## config.mk

```make
export PLATFORM = sky130hd
export DESIGN_NAME = jk_excitation_ctrl_flat
export DESIGN_NICKNAME = d
export VERILOG_FILES = /design/src/rtl/jk_excitation_ctrl_if.sv /design/src/rtl/jk_excitation_ctrl.sv /design/src/flat_wrapper.sv
export SDC_FILE = /design/constraint.sdc
export NUM_CORES = 1
export LEC_CHECK = 0
export ABC_AREA = 1
export BUFFER_PORTS_ARGS = -buffer_cell sky130_fd_sc_hd__buf_2
export CORE_MARGIN = 8
export CORE_UTILIZATION = 52
export DETAILED_ROUTE_END_ITERATION = 10
export PLACE_DENSITY = 0.83
export RECOVER_POWER = 100
export SYNTH_ARGS = -nofsm -noshare
export SYNTH_HDL_FRONTEND = slang
export SYNTH_SLANG_ARGS = --single-unit
```

## constraint.sdc

```tcl
create_clock -name clk -period 2.4 [get_ports clk]
set_input_delay 0.48 -clock clk [delete_from_list [all_inputs] [get_ports clk]]
set_output_delay 0.48 -clock clk [all_outputs]
set_load 0.05 [all_outputs]
```

## src/rtl/jk_excitation_ctrl_if.sv

```systemverilog
// ---------------------------------------------------------------------------
// jk_excitation_ctrl_if : request handshake and JK bank signals | Rev 1.0
// ---------------------------------------------------------------------------
`default_nettype none
`timescale 1ns/1ps

interface jk_excitation_ctrl_if #(
  parameter int WIDTH = 8
);
  logic             req_valid;
  logic             req_ready;
  logic [WIDTH-1:0] req_target;
  logic             abort;
  logic [WIDTH-1:0] q_fb;
  logic [WIDTH-1:0] j;
  logic [WIDTH-1:0] k;
  logic             busy;
  logic             done;
  logic             err;
  logic [3:0]       retry_cnt;

  modport master (
    output req_valid, req_target, abort, q_fb,
    input  req_ready, j, k, busy, done, err, retry_cnt
  );

  modport slave (
    input  req_valid, req_target, abort, q_fb,
    output req_ready, j, k, busy, done, err, retry_cnt
  );
endinterface

`default_nettype wire

```

## src/rtl/jk_excitation_ctrl.sv

```systemverilog
// ---------------------------------------------------------------------------
// jk_excitation_ctrl : drives J/K excitation into a JK bank, checks, retries | Rev 1.0
// ---------------------------------------------------------------------------
`default_nettype none
`timescale 1ns/1ps

module jk_excitation_ctrl #(
  parameter int WIDTH       = 8,
  parameter int MAX_RETRY   = 3,
  parameter int TOGGLE_MODE = 1
) (
  input  wire logic          clk,
  input  wire logic          reset,
  jk_excitation_ctrl_if.slave bus
);

  typedef enum logic [1:0] {
    IDLE   = 2'd0,
    SETTLE = 2'd1,
    CHECK  = 2'd2
  } state_t;

  localparam logic [3:0] MAX_RETRY_C = 4'(MAX_RETRY);

  state_t           state_q;
  logic [WIDTH-1:0] tgt_q;
  logic [WIDTH-1:0] j_q;
  logic [WIDTH-1:0] k_q;
  logic             busy_q;
  logic             ready_q;
  logic             done_q;
  logic             err_q;
  logic [3:0]       retry_q;

  logic [WIDTH-1:0] exc_tgt_d;
  logic [WIDTH-1:0] diff_d;
  logic [WIDTH-1:0] j_d;
  logic [WIDTH-1:0] k_d;
  logic             match_d;

  // In IDLE the excitation targets the incoming request; otherwise the captured one.
  assign exc_tgt_d = (state_q == IDLE) ? bus.req_target : tgt_q;
  assign diff_d    = bus.q_fb ^ exc_tgt_d;
  assign match_d   = (diff_d == '0);

  generate
    if (TOGGLE_MODE != 0) begin : g_toggle
      assign j_d = diff_d;
      assign k_d = diff_d;
    end else begin : g_direct
      assign j_d = diff_d & exc_tgt_d;
      assign k_d = diff_d & ~exc_tgt_d;
    end
  endgenerate

  always_ff @(posedge clk or negedge reset) begin
    if (!reset) begin
      state_q <= IDLE;
      tgt_q   <= '0;
      j_q     <= '0;
      k_q     <= '0;
      busy_q  <= 1'b0;
      ready_q <= 1'b1;
      done_q  <= 1'b0;
      err_q   <= 1'b0;
      retry_q <= 4'd0;
    end else begin
      done_q <= 1'b0;
      err_q  <= 1'b0;
      case (state_q)
        IDLE: begin
          // busy in IDLE means a request already matched the bank on acceptance.
          if (busy_q) begin
            done_q  <= 1'b1;
            busy_q  <= 1'b0;
            ready_q <= 1'b1;
          end else if (bus.req_valid) begin
            tgt_q   <= bus.req_target;
            retry_q <= 4'd0;
            busy_q  <= 1'b1;
            ready_q <= 1'b0;
            if (!match_d) begin
              j_q     <= j_d;
              k_q     <= k_d;
              state_q <= SETTLE;
            end
          end
        end
        SETTLE: begin
          j_q <= '0;
          k_q <= '0;
          if (bus.abort) begin
            err_q   <= 1'b1;
            busy_q  <= 1'b0;
            ready_q <= 1'b1;
            state_q <= IDLE;
          end else begin
            state_q <= CHECK;
          end
        end
        CHECK: begin
          j_q <= '0;
          k_q <= '0;
          if (bus.abort) begin
            err_q   <= 1'b1;
            busy_q  <= 1'b0;
            ready_q <= 1'b1;
            state_q <= IDLE;
          end else if (match_d) begin
            done_q  <= 1'b1;
            busy_q  <= 1'b0;
            ready_q <= 1'b1;
            state_q <= IDLE;
          end else if (retry_q < MAX_RETRY_C) begin
            retry_q <= retry_q + 4'd1;
            j_q     <= j_d;
            k_q     <= k_d;
            state_q <= SETTLE;
          end else begin
            err_q   <= 1'b1;
            busy_q  <= 1'b0;
            ready_q <= 1'b1;
            state_q <= IDLE;
          end
        end
        default: begin
          j_q     <= '0;
          k_q     <= '0;
          busy_q  <= 1'b0;
          ready_q <= 1'b1;
          state_q <= IDLE;
        end
      endcase
    end
  end

  assign bus.j         = j_q;
  assign bus.k         = k_q;
  assign bus.busy      = busy_q;
  assign bus.req_ready = ready_q;
  assign bus.done      = done_q;
  assign bus.err       = err_q;
  assign bus.retry_cnt = retry_q;

endmodule

`default_nettype wire

```

## src/flat_wrapper.sv

```systemverilog
// flat-port wrapper written by rule: the top's interface ports become plain ports
module jk_excitation_ctrl_flat 
#(
  parameter int WIDTH       = 8,
  parameter int MAX_RETRY   = 3,
  parameter int TOGGLE_MODE = 1
)
  (clk, reset, bus_req_valid, bus_req_target, bus_abort, bus_q_fb, bus_req_ready, bus_j, bus_k, bus_busy, bus_done, bus_err, bus_retry_cnt);
  jk_excitation_ctrl_if #(.WIDTH(WIDTH)) bus_i ();
  input  wire logic clk;
  input  wire logic reset;
  input wire logic [$bits(bus_i.req_valid)-1:0] bus_req_valid;
  input wire logic [$bits(bus_i.req_target)-1:0] bus_req_target;
  input wire logic [$bits(bus_i.abort)-1:0] bus_abort;
  input wire logic [$bits(bus_i.q_fb)-1:0] bus_q_fb;
  output wire logic [$bits(bus_i.req_ready)-1:0] bus_req_ready;
  output wire logic [$bits(bus_i.j)-1:0] bus_j;
  output wire logic [$bits(bus_i.k)-1:0] bus_k;
  output wire logic [$bits(bus_i.busy)-1:0] bus_busy;
  output wire logic [$bits(bus_i.done)-1:0] bus_done;
  output wire logic [$bits(bus_i.err)-1:0] bus_err;
  output wire logic [$bits(bus_i.retry_cnt)-1:0] bus_retry_cnt;
  assign bus_i.req_valid = bus_req_valid;
  assign bus_i.req_target = bus_req_target;
  assign bus_i.abort = bus_abort;
  assign bus_i.q_fb = bus_q_fb;
  assign bus_req_ready = bus_i.req_ready;
  assign bus_j = bus_i.j;
  assign bus_k = bus_i.k;
  assign bus_busy = bus_i.busy;
  assign bus_done = bus_i.done;
  assign bus_err = bus_i.err;
  assign bus_retry_cnt = bus_i.retry_cnt;
  jk_excitation_ctrl #(.WIDTH(WIDTH), .MAX_RETRY(MAX_RETRY), .TOGGLE_MODE(TOGGLE_MODE)) u_core (.clk(clk), .reset(reset), .bus(bus_i));
endmodule
```

==> Word-level counts from Yosys, hierarchy flattened <==
Cells that the tools add are included.
{ "op_classes": {"addsub": 1, "magnitude_cmp": 1, "eq_ne": 11, "n_mux": 45, "n_bitwise": 2, "reduce_logical": 8} }
{ "op_table": {"columns": ["op", "count"], "rows": [
  ["two-way mux 8 bit", 7],
  ["two-way mux 1 bit", 20],
  ["two-way mux 4 bit", 5],
  ["one-hot mux 8 bit (2 select lines)", 1],
  ["two-way mux 2 bit", 6],
  ["!= test 2 bit, second input constant", 6],
  ["AND reduction 3 bit", 3],
  ["zero test 8 bit", 1],
  ["one-hot mux 4 bit (2 select lines)", 1],
  ["XOR 8 bit", 1],
  ["one-hot mux 1 bit (3 select lines)", 2],
  ["one-hot mux 2 bit (3 select lines)", 1],
  ["AND reduction 6 bit", 1],
  ["adder 4 x 1 -> 4 bit, second input constant", 1],
  ["less-than comparator 4 x 2 -> 1 bit, second input constant", 1],
  ["!= test 4 x 3 -> 1 bit, second input constant", 1],
  ["one-hot mux 1 bit (2 select lines)", 2],
  ["!= test 3 x 2 -> 1 bit, second input constant", 1],
  ["== test 2 x 1 -> 1 bit, second input constant", 1],
  ["== test 2 bit, second input constant", 1],
  ["zero test 2 bit", 1],
  ["!= test 2 x 1 -> 1 bit, second input constant", 1],
  ["AND reduction 2 bit", 1],
  ["nonzero test 2 bit", 1],
  ["inverter 1 bit", 1]
]} }
{ "word_totals": {"regBits": 26, "elab_cells": 76} }

==> Logic depth before layout (Yosys ltp) <==
Gate-level depths: netlist (run 1).
{ "depth": {"depth_word": 8, "ltp_mapped": 17, "mapped_depth_nobuf": 15} }

==> Worst setup path before layout (run 1) <==
No wires, ideal clock.
{ "synth_timing": {"path_kind": "register -> register", "startpoint": "reg u_core.retry_q[0], in the netlist u_core.bus.retry_cnt[0]", "endpoint": "reg u_core.retry_q[0], in the netlist u_core.bus.retry_cnt[0]", "setup_time_ns": 0.120, "t_arrival_ns": 1.812, "required_ns": 2.280, "setup_slack_ns": 0.468, "path_stages_with_launch": 10, "period_less_slack_ns": 1.932, "path_cell_list": "dfrtp_1 > ha_1 > nor2_1 > nand2_1 > nor2_1 > nand2_2 > nand2_2 > nand2_1 > nand2_1 > nand2_1"} }
{ "synth_between": {"elab_chain_len": 5} }
{ "synth_rtl": {"columns": ["item", "line", "rtl"], "rows": [
  ["from (decl)", "jk_excitation_ctrl.sv:33", "logic [3:0] retry_q;"],
  ["from (signal assigned)", "jk_excitation_ctrl.sv:115", "retry_q <= retry_q + 4'd1;"],
  ["adder 4 x 1 -> 4 bit", "jk_excitation_ctrl.sv:115", null],
  ["two-way mux 4 bit", "jk_excitation_ctrl.sv:114", "end else if (retry_q < MAX_RETRY_C) begin"],
  ["two-way mux 4 bit", "jk_excitation_ctrl.sv:109", "end else if (match_d) begin"],
  ["two-way mux 4 bit", "jk_excitation_ctrl.sv:104", "if (bus.abort) begin"],
  ["one-hot mux 4 bit (2 select lines)", "jk_excitation_ctrl.sv:70", "case (state_q)"]
]} }
Parallel ways exist; a longest one is shown, timed or not. The select of a mux whose other input is x is not followed.
A chain may end at the register's enable or synchronous reset.

==> Worst setup path after layout (run 1) <==
{ "layout_timing": {"startpoint": "reg u_core.state_q[0]", "endpoint": "reg u_core.retry_q[0], in the netlist u_core.bus.retry_cnt[0]"} }
{ "layout_between": {"elab_chain_len": 6} }
{ "layout_rtl": {"columns": ["item", "line", "rtl"], "rows": [
  ["from (decl)", "jk_excitation_ctrl.sv:25", "state_t state_q;"],
  ["from (signal assigned)", "jk_excitation_ctrl.sv:58", "state_q <= IDLE;"],
  ["from (signal assigned)", "jk_excitation_ctrl.sv:85", "state_q <= SETTLE;"],
  ["from (signal assigned)", "jk_excitation_ctrl.sv:96", "state_q <= IDLE;"],
  ["zero test 2 bit", "jk_excitation_ctrl.sv:42, jk_excitation_ctrl.sv:70", null],
  ["two-way mux 8 bit", "jk_excitation_ctrl.sv:42", "assign exc_tgt_d = (state_q == IDLE) ? bus.req_target : tgt_q;"],
  ["XOR 8 bit", "jk_excitation_ctrl.sv:43", "assign diff_d = bus.q_fb ^ exc_tgt_d;"],
  ["zero test 8 bit", "jk_excitation_ctrl.sv:44", "assign match_d = (diff_d == '0);"],
  ["!= test 2 bit (no source line)", null, null],
  ["AND reduction 6 bit (no source line)", null, null]
]} }
Parallel ways exist; a longest one is shown, timed or not.

==> results of run 1 <==
[registers in the layout (all words and copies together) (netlist names)]
name                  cells
u_core.bus.k              8
u_core.bus.retry_cnt      4
u_core.bus.done           1
u_core.bus.busy           1
u_core.bus.err            1
u_core.bus.req_ready      1
u_core.tgt_q              8
u_core.state_q            2
[critical path: cells and delay by family, from the launching register on]
family	cells	cell delay [ns]
buf+inv	2	0.32
fa+ha+maj	1	0.24
simple gates	12	1.08
flops	1	0.45
[layer usage]
metal	vias up	wire, um	global-route usage
li1	734	-	-
met1	650	1589	0.1696
met2	25	1748	0.2467
met3	4	181	0.03581
met4	0	33	0.05669
met5	-	0	0
[metrics by stage]
step                      utilization  area [um^2]  power, W  hold slack, ns  cells
after floorplan                     -         1640  0.002165          0.1844    212
after global placement         0.5963         1805  0.002341          0.4515    286
after detailed placement       0.5963         1805  0.002387          0.4516    286
after CTS                      0.6136         1858  0.002698          0.1379    290
after global routing           0.6037         1828  0.002881          0.3778    290
final                          0.6037         1828  0.002663          0.3703    290
[final cells by class]
type,instances,area [um^2]
inverter,24,92.59
sequential,26,651.9
multi-input combinational,146,765.7
tap,44,55.05
clock inverter,1,30.03
clock buffer,3,22.52
timing repair buffer,46,210.2
fill,294,1200
[synthesized netlist by cell type]
library cell  count  area share
nand2_2          16       0.061
inv_1            23       0.053
nand3_1          15       0.046
nor2_4            1      0.0069
mux2_1            1      0.0069
nor2_2            1      0.0038
nor2_1           11       0.025
dfstp_2           1       0.016
o22ai_1           1      0.0038
o21ai_0           5       0.015
inv_4             1      0.0038
buf_6             3       0.021
dfrtp_1          25        0.38
ha_1              5       0.038
buf_4             9       0.041
o2111ai_1         8       0.043
a21oi_1           1      0.0030
nand2_1          68        0.16
a21boi_1          2      0.0092
o211ai_1          1      0.0046
mux2_2            3       0.021
nand3b_1          2      0.0092
buf_8             1      0.0092
clkbuf_1          3      0.0069
o21ai_1           4       0.012
o21bai_1          1      0.0046
[kinds of logic after synthesis]
kind of cell               after synthesis  synth area share
and+or+nand+nor                        114            0.3074
DFF                                     26            0.3974
muxes                                    4           0.02746
buffers and inverters                   40            0.1342
AOI/OAI and AO/OA                       23           0.09535
adders and majority gates                5           0.03814
[power groups by stage]
stage	clock [W]	sequential (W)	combinational (W)
after CTS	0.000313	0.000719	0.00167
after global placement	0	0.000721	0.00162
after floorplan	0	0.000971	0.00119
after detailed placement	0	0.000729	0.00166
final	0.000309	0.000722	0.00163
after global routing	0.000323	0.000747	0.00181
[repair_timing]
item	CTS	global route
hold endpoints to repair	0	0
hold buffers	0	0
endpoints found under the setup margin	0	3
gates resized for setup	0	1
[worst min-delay path by stage]
| stage | startpoint | endpoint | slack [ns] |
|---|---|---|---|
| finish | bus_req_target[4] | u_core.tgt_q[4] | 0.37 |
| global route | bus_req_target[7] | u_core.tgt_q[7] | 0.38 |
| CTS | reset | u_core.bus.busy | 0.14 |
| detailed placement | u_core.bus.req_ready | u_core.bus.req_ready | 0.45 |
| global placement | u_core.bus.req_ready | u_core.bus.req_ready | 0.45 |
| floorplan | reset | u_core.bus.busy | 0.18 |
==> results.sh, run 1 <==
export IMPL_rsz0062_at_grt="no"
export IMPL_peakVddDrop_uv=576.9
export IMPL_io_pins=44
export IMPL_r2r_start="u_core.state_q[0]"
export IMPL_p_sw_frac=0.5358
export IMPL_power_switching_w=0.001427
export IMPL_first_global_vias=1399
export IMPL_cts_tree="built"
export IMPL_start_util=0.5417
export IMPL_tns_ns=0
export IMPL_drt_total_wl_mm=3.553
export IMPL_path_class="register to register"
export IMPL_ctsHtreeMaxLevel=1
export IMPL_setup_slack_ns=0.2455
export IMPL_io_buffers=43
export IMPL_status="completed"
export IMPL_grt_pass1_wl_mm=6.120
export IMPL_fp_row_count=20
export IMPL_fmax_ghz=0.4641
export IMPL_tightest_slew_ns=1.385
export IMPL_syn_area_per_cell_um2=7.737
export IMPL_cp_required_ns=2.68
export IMPL_place_ws_ns=0.2395
export IMPL_p_leak_nw=0.9866
export IMPL_wire_per_inst_um=12.25
export IMPL_rrSetupSlack_ns=0.25
export IMPL_nets=272
export IMPL_drive_above_1_share=0.1911
export IMPL_reg2reg_to="u_core.bus.retry_cnt[0]"
export IMPL_synthCells=212
export IMPL_max_clock_path_buffers=2
export IMPL_min_period_ns=2.154
export IMPL_crit_path_top_delay_cell="dfrtp_1"
export IMPL_slowest_delay_ns=0.45
export IMPL_antenna_found_initial=0
export IMPL_die_width_um=72.17
export IMPL_yosysUniqueCellTypes=26
export IMPL_crit_path_frequent_cell="nand2_1"
export IMPL_finalClockSkew_ns=0.006126
export IMPL_clockPowerShare=0.116
export IMPL_yosys_warnings=0
export IMPL_dpl_hpwl_mm=2.744
export IMPL_cts_root_buf="clkbuf_4"
export IMPL_post_cts_setup_buffer_count=0
export IMPL_route_vias_total=1413
export IMPL_core_mm2=0.003028
export IMPL_pwr_share_seq=0.271
export IMPL_drt_iter0_drc=47
export IMPL_maxCapViolations=0
export IMPL_overflow=0
export IMPL_gp_congestion=0.8129
export IMPL_dieArea_mm2=0.005208
export IMPL_antenna_left=0
export IMPL_viasPerCell=4.872
export IMPL_yosys_register_bits=26
export IMPL_clock_sinks=26
export IMPL_drc=0
export IMPL_p_comb_frac=0.613
export IMPL_first_pass_iters=4
export IMPL_syn_nets=237
export IMPL_critPathMaxFanout=23
export IMPL_reg2reg_depth=15
export IMPL_drv_slew=0
export IMPL_hold_violations=0
export IMPL_clk_pin_slew_ns=0.15
export IMPL_crit_path_end="u_core.bus.retry_cnt[0]"
export IMPL_insertion_delay_ns=0.33
export IMPL_final_cell_mix="69 x nand2_1, 25 x clkbuf_1, 25 x dfrtp_1, 23 x inv_1, 18 x buf_2"
export IMPL_whs_path_depth=2
export IMPL_cp_start_kind="register"
export IMPL_finalSetupViolCount=0
export IMPL_die_y_um=72.17
export IMPL_cp_cell_sequence="inv_1 -> ha_1 -> buf_6 -> nand2_1 -> nand2_1 -> nand2_1 -> nand2_1 -> nand2_1 -> nor2_2 -> nand2_2 -> nand2_2 -> nand2_2 -> nand2_1 -> nand2_1 -> nand2_1"
export IMPL_critPathLaunch="u_core.state_q[0]"
export IMPL_netlist_area_mm2=0.001640
export IMPL_end_kind="register"
export IMPL_numCtsBuffers=3
export IMPL_p_int_w=0.001236
export IMPL_hp_class="primary input to register"
export IMPL_area_delta_synth_final_pct=11.44
export IMPL_track_usage=0.1449
export IMPL_yosysSeqAreaShare=0.3974
export IMPL_max_slew_margin=0.07699
export IMPL_grt_max_degree=27
export IMPL_powerDensity_mw_per_mm2=1457
export IMPL_diodes=0
export IMPL_finalCritPeriodShare=0.8977
export IMPL_cp_data_arrival_time_ns=2.43
export IMPL_final_common_cell="nand2_1"
Power figures use the tool's default switching activity.
==> inputs of run 2 (changes only) <==
- PLACE_DENSITY: 0.83 -> 0.86
==> run 2 against run 1 <==
Effect of this change:
- clock-buffer cell count did not move
- design area rose by 0.34%
- sequential share of layout area fell by 0.12 points
- wire length rose by 1.2%
- clock power fell by 2%
- hold slack improved by 0.011 ns
- critical path depth did not move
- non-clock buffer count rose by 1
- total power rose by 0.26%
- register-to-register slack improved by 0.05 ns
- core utilization rose by 0.21 points
- via count rose by 2.2%
- largest cell class unchanged
==> results.sh, run 2 (synthesized netlist as in run 1, its figures left out) <==
export IMPL_status="completed"
export IMPL_hold_ws_ns=0.3817
export IMPL_cp_start_kind="register"
export IMPL_area_delta_synth_final_pct=11.82
export IMPL_p_sw_frac=0.5350
export IMPL_crit_path_frequent_cell="nand2_1"
export IMPL_core_mm2=0.003028
export IMPL_p_comb_frac=0.614
export IMPL_finalClockSkew_ns=0.002212
export IMPL_multi_input_area_um2=768.2
export IMPL_pwr_share_seq=0.272
export IMPL_path_class="register to register"
export IMPL_die_y_um=72.17
export IMPL_max_clock_path_buffers=2
export IMPL_tns_ns=0
export IMPL_drc=0
export IMPL_track_usage=0.1513
export IMPL_ctsHtreeMaxLevel=1
export IMPL_drive_above_1_share=0.1984
export IMPL_wire_per_inst_um=12.35
export IMPL_drv_slew=0
export IMPL_finalCritPeriodShare=0.8774
export IMPL_maxCapViolations=0
export IMPL_tightest_slew_ns=1.367
export IMPL_die_width_um=72.17
export IMPL_first_global_vias=1461
export IMPL_antenna_found_initial=0
export IMPL_crit_path_top_delay_cell="dfrtp_1"
export IMPL_clock_sinks=26
export IMPL_p_int_w=0.001241
export IMPL_start_util=0.5417
export IMPL_cp_required_ns=2.68
export IMPL_fmax_ghz=0.4749
export IMPL_max_slew_margin=0.08856
export IMPL_clockPowerShare=0.114
export IMPL_powerDensity_mw_per_mm2=1455
export IMPL_numCtsBuffers=3
export IMPL_route_vias_total=1444
export IMPL_final_common_cell="nand2_1"
export IMPL_clk_pin_slew_ns=0.14
export IMPL_cp_cell_sequence="inv_1 -> ha_1 -> buf_4 -> nand2_1 -> nand2_1 -> nand2_1 -> nand2_1 -> nand2_1 -> nor2_4 -> nand2_2 -> nand2_2 -> nand2_2 -> nand2_1 -> nand2_1 -> nand2_1"
export IMPL_first_pass_iters=4
export IMPL_gp_congestion=0.8376
export IMPL_dieArea_mm2=0.005208
export IMPL_drt_total_wl_mm=3.595
export IMPL_n_fill_cell=281
export IMPL_antenna_left=0
export IMPL_dpl_hpwl_mm=2.753
export IMPL_io_pins=44
export IMPL_hp_class="primary input to register"
export IMPL_grt_pass1_wl_mm=6.430
export IMPL_cts_resized=0
export IMPL_end_kind="register"
export IMPL_critPathMaxFanout=16
export IMPL_fin_util=0.6058
export IMPL_finalSetupViolCount=0
export IMPL_nets=273
export IMPL_drt_iter0_drc=96
export IMPL_io_buffers=43
export IMPL_final_cell_mix="68 x nand2_1, 25 x clkbuf_1, 25 x dfrtp_1, 23 x inv_1, 18 x buf_2"
export IMPL_hold_violations=0
export IMPL_ctsHoldBuffers=0
export IMPL_viasPerCell=4.962
export IMPL_cts_root_buf="clkbuf_4"
export IMPL_post_cts_setup_buffer_count=0
export IMPL_diodes=0
export IMPL_fp_row_count=20
export IMPL_slowest_delay_ns=0.45
export IMPL_peakVddDrop_uv=720.6
export IMPL_cts_tree="built"
export IMPL_register_area_um2=651.9
export IMPL_min_period_ns=2.106
export IMPL_rsz0062_at_grt="no"
export IMPL_insertion_delay_ns=0.33
export IMPL_p_leak_nw=0.9909
export IMPL_cp_data_arrival_time_ns=2.38
export IMPL_grt_max_degree=27
export IMPL_overflow=0
export IMPL_power_switching_w=0.001428
run 2: cell count changes in the layout (fill, tap and decap cells not counted), sizes merged:
cell and change:
buf +1
run 2: final cells by class:
type / instances / share of cell area
Multi-Input combinational cell: 146 / 0.4188
Sequential cell: 26 / 0.3554
Timing Repair Buffer: 47 / 0.1166
Inverter: 24 / 0.05048
Tap cell: 44 / 0.03001
Clock inverter: 1 / 0.01637
Clock buffer: 3 / 0.01228
run 2: metal layers:
metal / track usage / vias to the layer above / part of all wire
li1: - / 737 / -
met1: 0.1772 / 665 / 0.43
met2: 0.2598 / 36 / 0.50
met3: 0.03581 / 6 / 0.058
met4: 0.05669 / 0 / 0.016
met5: 0 / - / 0
run 2: path summary, 6_finish.rpt:
check	start	endpoint	slack [ns]	depth (start not counted)
max	u_core.state_q[0]	u_core.bus.retry_cnt[0]	0.29	15
min	bus_req_target[4]	u_core.tgt_q[4]	0.38	2
max reg2reg	u_core.state_q[0]	u_core.bus.retry_cnt[0]	0.29	15
min reg2reg	u_core.bus.req_ready	u_core.bus.req_ready	0.48	2
max in group asynchronous	reset	u_core.bus.retry_cnt[2]	1.17	1
min in group asynchronous	reset	u_core.tgt_q[7]	0.43	1
run 2: per-stage QoR:
step | cells | setup WS (ns) | cell area [um^2] | total power [W]
after floorplan | 212 | 0.4685 | 1640 | 0.002165
after global placement | 287 | 0.4333 | 1813 | 0.002360
after detailed placement | 287 | 0.3436 | 1813 | 0.002406
after CTS | 291 | 0.2986 | 1866 | 0.002722
after global routing | 291 | 0.01498 | 1834 | 0.002917
final | 291 | 0.2944 | 1834 | 0.002670
run 2: power groups by stage:
stage	clock (W)	combinational (W)	sequential [W]
global route	0.000329	0.00184	0.000750
CTS	0.000314	0.00169	0.000721
global placement	0	0.00164	0.000723
finish	0.000304	0.00164	0.000725
detailed placement	0	0.00168	0.000730
floorplan	0	0.00119	0.000971
run 2: worst max-delay path: cells and delay by family (launching register included):
family,cells,cell delay [ns]
simple gates,12,1.06
buf+inv,2,0.33
flops,1,0.45
fa+ha+maj,1,0.23
